$ cat config.mk
export PLATFORM = sky130hd
export DESIGN_NAME = serial_tx_frame_flat
export DESIGN_NICKNAME = d
export VERILOG_FILES = /design/src/rtl/serial_tx_frame_if.sv /design/src/rtl/serial_tx_frame.sv /design/src/flat_wrapper.sv
export SDC_FILE = /design/constraint.sdc
export NUM_CORES = 1
export LEC_CHECK = 0
export CELL_PAD_IN_SITES_DETAIL_PLACEMENT = 1
export CELL_PAD_IN_SITES_GLOBAL_PLACEMENT = 1
export CORE_MARGIN = 1.5
export CORE_UTILIZATION = 35
export CTS_CLUSTER_DIAMETER = 120
export DETAILED_ROUTE_END_ITERATION = 7
export GPL_ROUTABILITY_DRIVEN = 0
export PLACE_DENSITY = 0.82
export SLEW_MARGIN = 20
export SYNTH_ARGS = -nofsm -noshare
export SYNTH_HDL_FRONTEND = slang
export SYNTH_SLANG_ARGS = --single-unit
$ cat constraint.sdc
create_clock -name CLK -period 1.6 [get_ports CLK]
set_clock_uncertainty 0.2 [all_clocks]
set_input_delay 0.16 -clock CLK [delete_from_list [all_inputs] [get_ports CLK]]
set_output_delay 0.16 -clock CLK [all_outputs]
set_load 0.02 [all_outputs]
$ cat src/rtl/serial_tx_frame_if.sv
// Parallel-load / start / done handshake and serial line between the
// read controller and the serial frame transmitter.
interface serial_tx_frame_if #(
    parameter int unsigned DATA_WIDTH = 8
);
    logic [DATA_WIDTH-1:0] DATA_IN;
    logic                  PARALLEL_LOAD;
    logic                  Tx_DATA;
    logic                  TX_OUT;
    logic                  Tx_DONE;
    logic [2:0]            DEBUG_STATE;

    // Controller side: supplies the word and the load/start strobes
    modport master (
        output DATA_IN, PARALLEL_LOAD, Tx_DATA,
        input  TX_OUT, Tx_DONE, DEBUG_STATE
    );

    // Transmitter side
    modport slave (
        input  DATA_IN, PARALLEL_LOAD, Tx_DATA,
        output TX_OUT, Tx_DONE, DEBUG_STATE
    );
endinterface

$ cat src/rtl/serial_tx_frame.sv
// UART-style serial frame transmitter: start bit, DATA_WIDTH data bits
// LSB first, optional parity bit, one stop bit. Each bit lasts BAUD_DIV
// clocks. TX_OUT and Tx_DONE come straight from flops.
module serial_tx_frame #(
    parameter int unsigned DATA_WIDTH = 8,
    parameter int unsigned BAUD_DIV   = 4,
    parameter int unsigned PARITY_EN  = 0,
    parameter int unsigned PARITY_ODD = 0
) (
    input  logic              CLK,
    input  logic              RESET,
    serial_tx_frame_if.slave  bus
);
    localparam int unsigned BAUD_W = (BAUD_DIV > 1) ? $clog2(BAUD_DIV) : 1;
    localparam int unsigned BIT_W  = (DATA_WIDTH > 1) ? $clog2(DATA_WIDTH) : 1;

    typedef enum logic [2:0] {
        IDLE   = 3'd0,
        START  = 3'd1,
        DATA   = 3'd2,
        PARITY = 3'd3,
        STOP   = 3'd4
    } state_t;

    state_t                r_state;
    logic [DATA_WIDTH-1:0] r_shift;
    logic [BIT_W-1:0]      r_bit;
    logic [BAUD_W-1:0]     r_baud;
    logic                  r_parity;
    logic                  r_tx_out;
    logic                  r_done;

    logic                  w_baud_end;
    logic [DATA_WIDTH-1:0] w_word;
    logic [DATA_WIDTH-1:0] w_shift_nxt;

    // Bit-time boundary, word that a start in this cycle will send, next shift value
    assign w_baud_end  = (r_baud == BAUD_W'(BAUD_DIV - 1));
    assign w_word      = bus.PARALLEL_LOAD ? bus.DATA_IN : r_shift;
    assign w_shift_nxt = r_shift >> 1;

    assign bus.TX_OUT      = r_tx_out;
    assign bus.Tx_DONE     = r_done;
    assign bus.DEBUG_STATE = r_state;

    // Frame sequencer; the line level for the next bit is registered on the
    // edge that enters it, so there is no input-to-output combinational path
    always_ff @(posedge CLK) begin
        if (RESET) begin
            r_state  <= IDLE;
            r_shift  <= '0;
            r_bit    <= '0;
            r_baud   <= '0;
            r_parity <= 1'b0;
            r_tx_out <= 1'b1;
            r_done   <= 1'b1;
        end else begin
            if (r_state != IDLE) begin
                r_baud <= w_baud_end ? '0 : r_baud + BAUD_W'(1);
            end
            case (r_state)
                IDLE: begin
                    r_tx_out <= 1'b1;
                    r_done   <= 1'b1;
                    if (bus.PARALLEL_LOAD) begin
                        r_shift <= bus.DATA_IN;
                    end
                    if (bus.Tx_DATA) begin
                        // Parity is frozen here from the word actually sent
                        r_parity <= (^w_word) ^ 1'(PARITY_ODD);
                        r_state  <= START;
                        r_baud   <= '0;
                        r_bit    <= '0;
                        r_tx_out <= 1'b0;
                        r_done   <= 1'b0;
                    end
                end
                START: begin
                    if (w_baud_end) begin
                        r_state  <= DATA;
                        r_tx_out <= r_shift[0];
                    end
                end
                DATA: begin
                    if (w_baud_end) begin
                        r_shift <= w_shift_nxt;
                        if (r_bit == BIT_W'(DATA_WIDTH - 1)) begin
                            r_bit <= '0;
                            if (PARITY_EN != 0) begin
                                r_state  <= PARITY;
                                r_tx_out <= r_parity;
                            end else begin
                                r_state  <= STOP;
                                r_tx_out <= 1'b1;
                            end
                        end else begin
                            r_bit    <= r_bit + BIT_W'(1);
                            r_tx_out <= w_shift_nxt[0];
                        end
                    end
                end
                PARITY: begin
                    if (w_baud_end) begin
                        r_state  <= STOP;
                        r_tx_out <= 1'b1;
                    end
                end
                STOP: begin
                    if (w_baud_end) begin
                        r_state  <= IDLE;
                        r_tx_out <= 1'b1;
                        r_done   <= 1'b1;
                    end
                end
                default: begin
                    r_state  <= IDLE;
                    r_tx_out <= 1'b1;
                    r_done   <= 1'b1;
                end
            endcase
        end
    end
endmodule

$ cat src/flat_wrapper.sv
// flat-port wrapper written by rule: the top's interface ports become plain ports
module serial_tx_frame_flat 
#(
    parameter int unsigned DATA_WIDTH = 8,
    parameter int unsigned BAUD_DIV   = 4,
    parameter int unsigned PARITY_EN  = 0,
    parameter int unsigned PARITY_ODD = 0
)
  (CLK, RESET, bus_DATA_IN, bus_PARALLEL_LOAD, bus_Tx_DATA, bus_TX_OUT, bus_Tx_DONE, bus_DEBUG_STATE);
  serial_tx_frame_if #(.DATA_WIDTH(DATA_WIDTH)) bus_i ();
  input  logic CLK;
  input  logic RESET;
  input wire logic [$bits(bus_i.DATA_IN)-1:0] bus_DATA_IN;
  input wire logic [$bits(bus_i.PARALLEL_LOAD)-1:0] bus_PARALLEL_LOAD;
  input wire logic [$bits(bus_i.Tx_DATA)-1:0] bus_Tx_DATA;
  output wire logic [$bits(bus_i.TX_OUT)-1:0] bus_TX_OUT;
  output wire logic [$bits(bus_i.Tx_DONE)-1:0] bus_Tx_DONE;
  output wire logic [$bits(bus_i.DEBUG_STATE)-1:0] bus_DEBUG_STATE;
  assign bus_i.DATA_IN = bus_DATA_IN;
  assign bus_i.PARALLEL_LOAD = bus_PARALLEL_LOAD;
  assign bus_i.Tx_DATA = bus_Tx_DATA;
  assign bus_TX_OUT = bus_i.TX_OUT;
  assign bus_Tx_DONE = bus_i.Tx_DONE;
  assign bus_DEBUG_STATE = bus_i.DEBUG_STATE;
  serial_tx_frame #(.DATA_WIDTH(DATA_WIDTH), .BAUD_DIV(BAUD_DIV), .PARITY_EN(PARITY_EN), .PARITY_ODD(PARITY_ODD)) u_core (.CLK(CLK), .RESET(RESET), .bus(bus_i));
endmodule
==> run metrics, run 1 <==
number of global-route vias before repair=~1100; Initial Util=0.372; Post-synth EDFFs=0; Clock Tree Buf Depth=2; total power=approximately 980 uW; Layout Nets=between 150 and 200; DR pass1 iterations=4; final hold vios=0; critical path startpoint=u_core.r_bit[1]$_SDFFE_PP0P_; vias=~1000; switching fraction of total power=0.280; drt wl/cell=around 17 um; Syn Nets=135; first-pass GRT wire length=5040 um; post-route worst setup slack=-76.5 ps; VDD IR max=0.397 mV; DRC viols=0; status=finished with violations; top cells by area, synth=dfxtp_1 35%, a21oi_1 7.8%, a32o_1 6.8%; Final Max Slew Viols=0; Place WS=-99.3 ps; drt initial violations=13; RR Endpoint=u_core.bus.TX_OUT$_SDFFE_PP1P_; FILL cells=around 320; worst min path class=reg -> reg; num rows=19; period utilisation layout=1.05; Post-Route WL=~3000 um; Setup Viol. Count Final=1; top_reg_cell synth=dfxtp_1; Die Area=approximately 3300 um^2; Reg2Reg Setup Slack=-80 ps; Slew @ Worst Pin=between 400 and 500 ps; Worst Path Max Fanout=2; relative slew slack=0.716; CP bufs+invs=0; DIE HEIGHT=roughly 57 um; synthesized area=1030 um^2; Crit. End Element=register; cell count after synthesis=120; max_cap viols=0; clock sink count=18; Synth Area per Inst=about 8.5 um^2; Reg clk slew, reported paths=approximately 110 ps; fin crit period=between 1500 and 2000 ps; CTS Buf Count=3; leak pwr=between 0.5 and 0.6 nW; P_int=709 uW; Skew-Pair Late Insertion Delay=300 ps; Die Wd=around 57 um; CP max stage delay=~470 ps; ant diodes=0; Slowest-stage cell, CP=or4b_4; Sw Pwr=276 uW; Total GRT Usage=0.203; Clock power frac=0.303; failing checks=setup timing; worst endpoint data arrival time=approximately 1700 ps; worst reg2reg path depth=5; Worst path top cell family by delay=simple AND/OR/NAND/NOR gates; CP required=between 1500 and 2000 ps; fmax=0.596 GHz; end of the critical path=u_core.bus.TX_OUT$_SDFFE_PP1P_; Area Overhead vs Synth=35.1%; worst setup path category=reg -> reg; vias per std cell=roughly 6; synth cell count leaders=18 x dfxtp_1, 16 x a21oi_1, 9 x inv_1; register area share after synthesis=0.351; CP dominant cell by count=ha_4; Comb power frac=0.199; RSZ-0062 raised after global routing=yes; critical path depth=5; most instantiated library cell after synthesis=dfxtp_1; Yosys warning total=0; kind of start point of the critical path=register; Root Driver=clkbuf_4; CTS tree=yes; core area=approximately 2800 um^2; R2R Path Start=u_core.r_bit[1]$_SDFFE_PP0P_; Ports=17; Port Buffers=16; Distinct cells, synth=39; CTS Hold Bufs=0; worst path cell trace=ha_4, ha_4, or4b_4, a21oi_2, o21ai_1; CTS H-tree lvls=1; Post-DRT Antenna Nets=0; Seq cells post-synth=18; post-synth top area cell=dfxtp_1; post-DP HPWL=approximately 2200 um; initial antenna violation count=0; pwr dens=around 710 nW/um^2; sequential power share=0.498; total congestion overflow=0; post-synth top area share=0.351; largest net degree at the start of global routing=18; layout cell share with drive strength beyond 1=0.271; FFs w/ async S/R, synth=0
==> routing by layer <==
layer | share of wire | wire [um] | up-vias | GRT usage
li1 | - | - | 491 | -
met3 | 0.029 | 88 | 4 | 0.0249
met2 | 0.55 | 1680 | 20 | 0.383
met5 | 0 | 0 | - | 0
met4 | 0.012 | 36 | 0 | 0.0764
met1 | 0.40 | 1230 | 505 | 0.231
==> state kept, by name, summed over array words and instances (netlist names) <==
signal,count
u_core.bus.TX_OUT,1
u_core.bus.DEBUG_STATE,3
u_core.r_shift,8
u_core.bus.Tx_DONE,1
u_core.r_bit,3
u_core.r_baud,2
==> cell families (layout without fill, tap and decap cells) <==
group / after synthesis / in the layout / synth area share
fa+ha+maj: 3 / 3 / 0.0366
flops: 18 / 18 / 0.351
compound gates: 43 / 43 / 0.287
buf+inv: 20 / 44 / 0.0976
mux: 3 / 3 / 0.0317
simple gates: 33 / 33 / 0.196
==> power by group through the flow <==
stage	Clock (mW)	Sequential (mW)	Combinational [mW]
2_1_floorplan	0	0.507	0.0982
3_3_place_gp	0	0.499	0.183
3_5_place_dp	0	0.501	0.193
4_1_cts	0.311	0.491	0.193
5_1_grt	0.330	0.494	0.212
6_report	0.298	0.491	0.196
==> repair_timing <==
item,in CTS,in global routing
gates cloned,0,0
resized for setup,12,7
setup endpoints to repair,18,12
pin swaps,1,2
setup buffers,1,0
==> worst min-delay path by stage <==
stage / from / depth (start not counted) / endpoint / slack (ps)
floorplan: bus_Tx_DATA / 2 / u_core.r_baud[0]$_SDFF_PP0_ / 140
global placement: u_core.r_bit[1]$_SDFFE_PP0P_ / 2 / u_core.r_bit[1]$_SDFFE_PP0P_ / 260
detailed placement: u_core.r_bit[1]$_SDFFE_PP0P_ / 2 / u_core.r_bit[1]$_SDFFE_PP0P_ / 290
CTS: u_core.r_baud[1]$_SDFF_PP0_ / 2 / u_core.r_baud[1]$_SDFF_PP0_ / 320
global route: u_core.r_shift[4]$_SDFFE_PP0P_ / 2 / u_core.r_shift[4]$_SDFFE_PP0P_ / 370
finish: u_core.r_shift[4]$_SDFFE_PP0P_ / 2 / u_core.r_shift[4]$_SDFFE_PP0P_ / 340
==> stage by stage <==
step	utilization	TNS, ps	cells	cell area (um^2)	hold slack, ps
6_report	0.503	-76.5	175	1390	337
5_1_grt	0.503	-155	175	1390	367
4_1_cts	0.491	-35.4	175	1350	317
3_5_place_dp	0.468	-561	170	1290	286
3_3_place_gp	0.468	-27.5	170	1290	264
2_1_floorplan	-	-2.61	120	1040	142
==> worst min-delay path: stages (launching register included) <==
cell	delay [ps]
dfxtp_1	330
a21oi_1	110
a211oi_1	60
==> area by class of cell <==
class	instances	area (um^2)	area share
Multi-Input combinational cell	82	631	0.455
Timing Repair Buffer	31	279	0.201
Clock buffer	4	36.3	0.0262
Tap cell	31	38.8	0.0280
Sequential cell	18	368	0.265
Inverter	9	33.8	0.0244
==> placed cells by master, fill, tap and decap left out, drive strengths merged, types with 2 or more instances in the layout <==
cell type / instances
a21oi: 16
nand2: 2
dfxtp: 18
nand3b: 2
nor2b: 2
a21o: 2
inv: 9
or3b: 2
nor3: 4
or3: 3
a211oi: 8
clkdlybuf4s50: 11
nor2: 9
a32o: 7
buf: 15
mux2: 2
o21ai: 6
ha: 3
dlygate4sd2: 5
clkbuf: 4
Note: power is estimated with default switching activity, not from simulation.
==> run 2: changes to the inputs <==
Settings changed: CORE_MARGIN 1.5 to not set.
==> run metrics, run 2 (synthesis results as in run 1) <==
critical path depth=5 (unchanged); RR Endpoint=u_core.bus.TX_OUT$_SDFFE_PP1P_ (unchanged); pwr dens=663 nW/um^2 (was 710 nW/um^2); status=finished with violations (unchanged); layout cell share with drive strength beyond 1=0.297 (was 0.271); RSZ-0062 raised after global routing=yes (unchanged); commonest non-fill, non-tap cell in the layout=buf_4 (was a21oi_1); CTS Buf Count=3 (unchanged); register with the most flip-flops=u_core.r_shift (unchanged); CP bufs+invs=0 (unchanged); post-DP HPWL=2160 um (was 2170 um); worst reg2reg path depth=5 (unchanged); vias per std cell=5.90 (was 5.83); first-pass GRT wire length=5110 um (was 5040 um); Port Buffers=16 (unchanged); clock sink count=18 (unchanged); Die Wd=56.1 um (was 57.1 um); DIE HEIGHT=56.1 um (was 57.1 um); end of the critical path=u_core.bus.TX_OUT$_SDFFE_PP1P_ (unchanged); Post-Route WL=3070 um (was 3030 um); Slowest-stage cell, CP=or4b_4 (unchanged); Reg2Reg Setup Slack=-40 ps (was -80 ps); initial antenna violation count=0 (unchanged); core area=2760 um^2 (unchanged); post-CTS setup buffer count=0 (was 1); CP required=1600 ps (about the same); ant diodes=0 (unchanged); Die Area=3150 um^2 (was 3260 um^2); Reg clk slew, reported paths=110 ps (about the same); Post-Place Cells=176 (was 170); placed instance area=1340 um^2 (was 1290 um^2); CTS H-tree lvls=1 (unchanged); Root Driver=clkbuf_4 (unchanged); Initial Util=0.372 (unchanged); Skew-Pair Late Insertion Delay=300 ps (about the same); Worst path top cell family by delay=simple AND/OR/NAND/NOR gates (unchanged); final hold vios=0 (unchanged); critical path startpoint=u_core.r_bit[0]$_SDFFE_PP0P_ (was u_core.r_bit[1]$_SDFFE_PP0P_); total congestion overflow=0 (unchanged); failing checks=setup timing (unchanged); max_cap viols=0 (unchanged); number of global-route vias before repair=1065 (was 1083); vias=1056 (was 1020); CP dominant cell by count=ha_4 (unchanged); final instance area=1410 um^2 (was 1390 um^2); Place WS=-84.9 ps (was -99.3 ps); Post-DRT Antenna Nets=0 (unchanged); Slew @ Worst Pin=425 ps (about the same); worst min path class=reg -> reg (unchanged); HP Start=u_core.r_shift[2]$_SDFFE_PP0P_ (was u_core.r_shift[4]$_SDFFE_PP0P_); worst path cell trace=ha_4, ha_4, or4b_4, a21oi_2, o21ai_1 (unchanged); DR pass1 iterations=5 (was 4); Crit. End Element=register (unchanged); DRC viols=0 (unchanged); fmax=0.611 GHz (was 0.596 GHz); Final Max Slew Viols=0 (unchanged); CP max stage delay=480 ps (was 470 ps); worst endpoint data arrival time=1640 ps (was 1680 ps); period utilisation layout=1.02 (was 1.05); VDD IR max=0.505 mV (was 0.397 mV); num rows=19 (unchanged); Worst Path Max Fanout=2 (unchanged); Setup Viol. Count Final=1 (unchanged); worst setup path category=reg -> reg (unchanged); R2R Path Start=u_core.r_bit[0]$_SDFFE_PP0P_ (was u_core.r_bit[1]$_SDFFE_PP0P_); drt initial violations=21 (was 13); Layout Nets=165 (was 160); commonest cells after routing, fill and taps aside=19 x buf_4, 14 x a21oi_1, 14 x dfxtp_1, 11 x clkdlybuf4s50_1, 9 x inv_1 (was 15 x a21oi_1, 14 x buf_4, 14 x dfxtp_1, 11 x clkdlybuf4s50_1, 9 x inv_1); CTS tree=yes (unchanged); Area Overhead vs Synth=37.6% (was 35.1%); leak pwr=0.549 nW (was 0.529 nW); post-route worst setup slack=-36.0 ps (was -76.5 ps); largest net degree at the start of global routing=18 (unchanged); relative slew slack=0.716 (about the same); Ports=17 (unchanged); fin crit period=1640 ps (was 1680 ps); Final Hold Slack=328 ps (was 337 ps); Clock Tree Buf Depth=2 (unchanged); Finished Layout Cells=179 (was 175); Total GRT Usage=0.212 (was 0.203); kind of start point of the critical path=register (unchanged); Largest register FFs=8 (unchanged); drt wl/cell=17.2 um (was 17.3 um)
-- run 2: cell types whose count changed in the layout (fill, tap and decap cells not counted), sizes merged --
cell / previous run / this run
buf: 15 / 20
clkbuf: 4 / 3
-- run 2: worst min-delay path by stage --
stage / end / slack (ps) / cells after the start
3_5_place_dp: u_core.r_baud[1]$_SDFF_PP0_ / 300 / 2
3_3_place_gp: u_core.r_baud[1]$_SDFF_PP0_ / 270 / 2
2_1_floorplan: u_core.r_baud[0]$_SDFF_PP0_ / 140 / 2
5_1_grt: u_core.r_shift[2]$_SDFFE_PP0P_ / 370 / 2
6_report: u_core.r_shift[2]$_SDFFE_PP0P_ / 330 / 2
4_1_cts: u_core.r_baud[1]$_SDFF_PP0_ / 310 / 2
-- run 2: what timing repair did --
action                                  in CTS  in global routing
hold endpoints to repair                     0                  0
hold buffers                                 0                  0
endpoints found under the setup margin      21                 10
pin swaps                                    1                  1
cloned                                       0                  0
resized for setup                           14                  6
-- run 2: area by class of cell --
| class | instances | area [um^2] |
|---|---|---|
| multi-input cells | 82 | 632 |
| repair buffers | 36 | 317 |
| clock buffers | 3 | 22.5 |
| inverters | 9 | 33.8 |
| flip-flops and latches | 18 | 368 |
| well taps | 31 | 38.8 |
| fillers | 326 | 1350 |
-- run 2: worst reg2reg max path: stages (launching register included) --
cell,delay [ps]
dfxtp_2,360
ha_4,160
ha_4,150
or4b_4,480
a21oi_2,120
o21ai_1,60
-- run 2: stage by stage --
step / power (mW) / TNS [ps] / util
6_report: 0.936 / -36.0 / 0.512
5_1_grt: 0.981 / -182 / 0.512
4_1_cts: 0.940 / -35.4 / 0.502
3_5_place_dp: 0.704 / -639 / 0.485
3_3_place_gp: 0.693 / -19.4 / 0.485
2_1_floorplan: 0.605 / -2.61 / -
-- run 2: report_power, final --
group / switching, mW / internal (mW) / total, mW
sequential: 0.0165 / 0.473 / 0.490
clock: 0.155 / 0.0879 / 0.243
combinational: 0.100 / 0.103 / 0.203
-- run 2: per-layer routing --
metal  GRT usage  routed length, um
met1       0.247               1310
met2       0.378               1570
met4      0.0732                 55
met3      0.0488                136
met5           0                  0
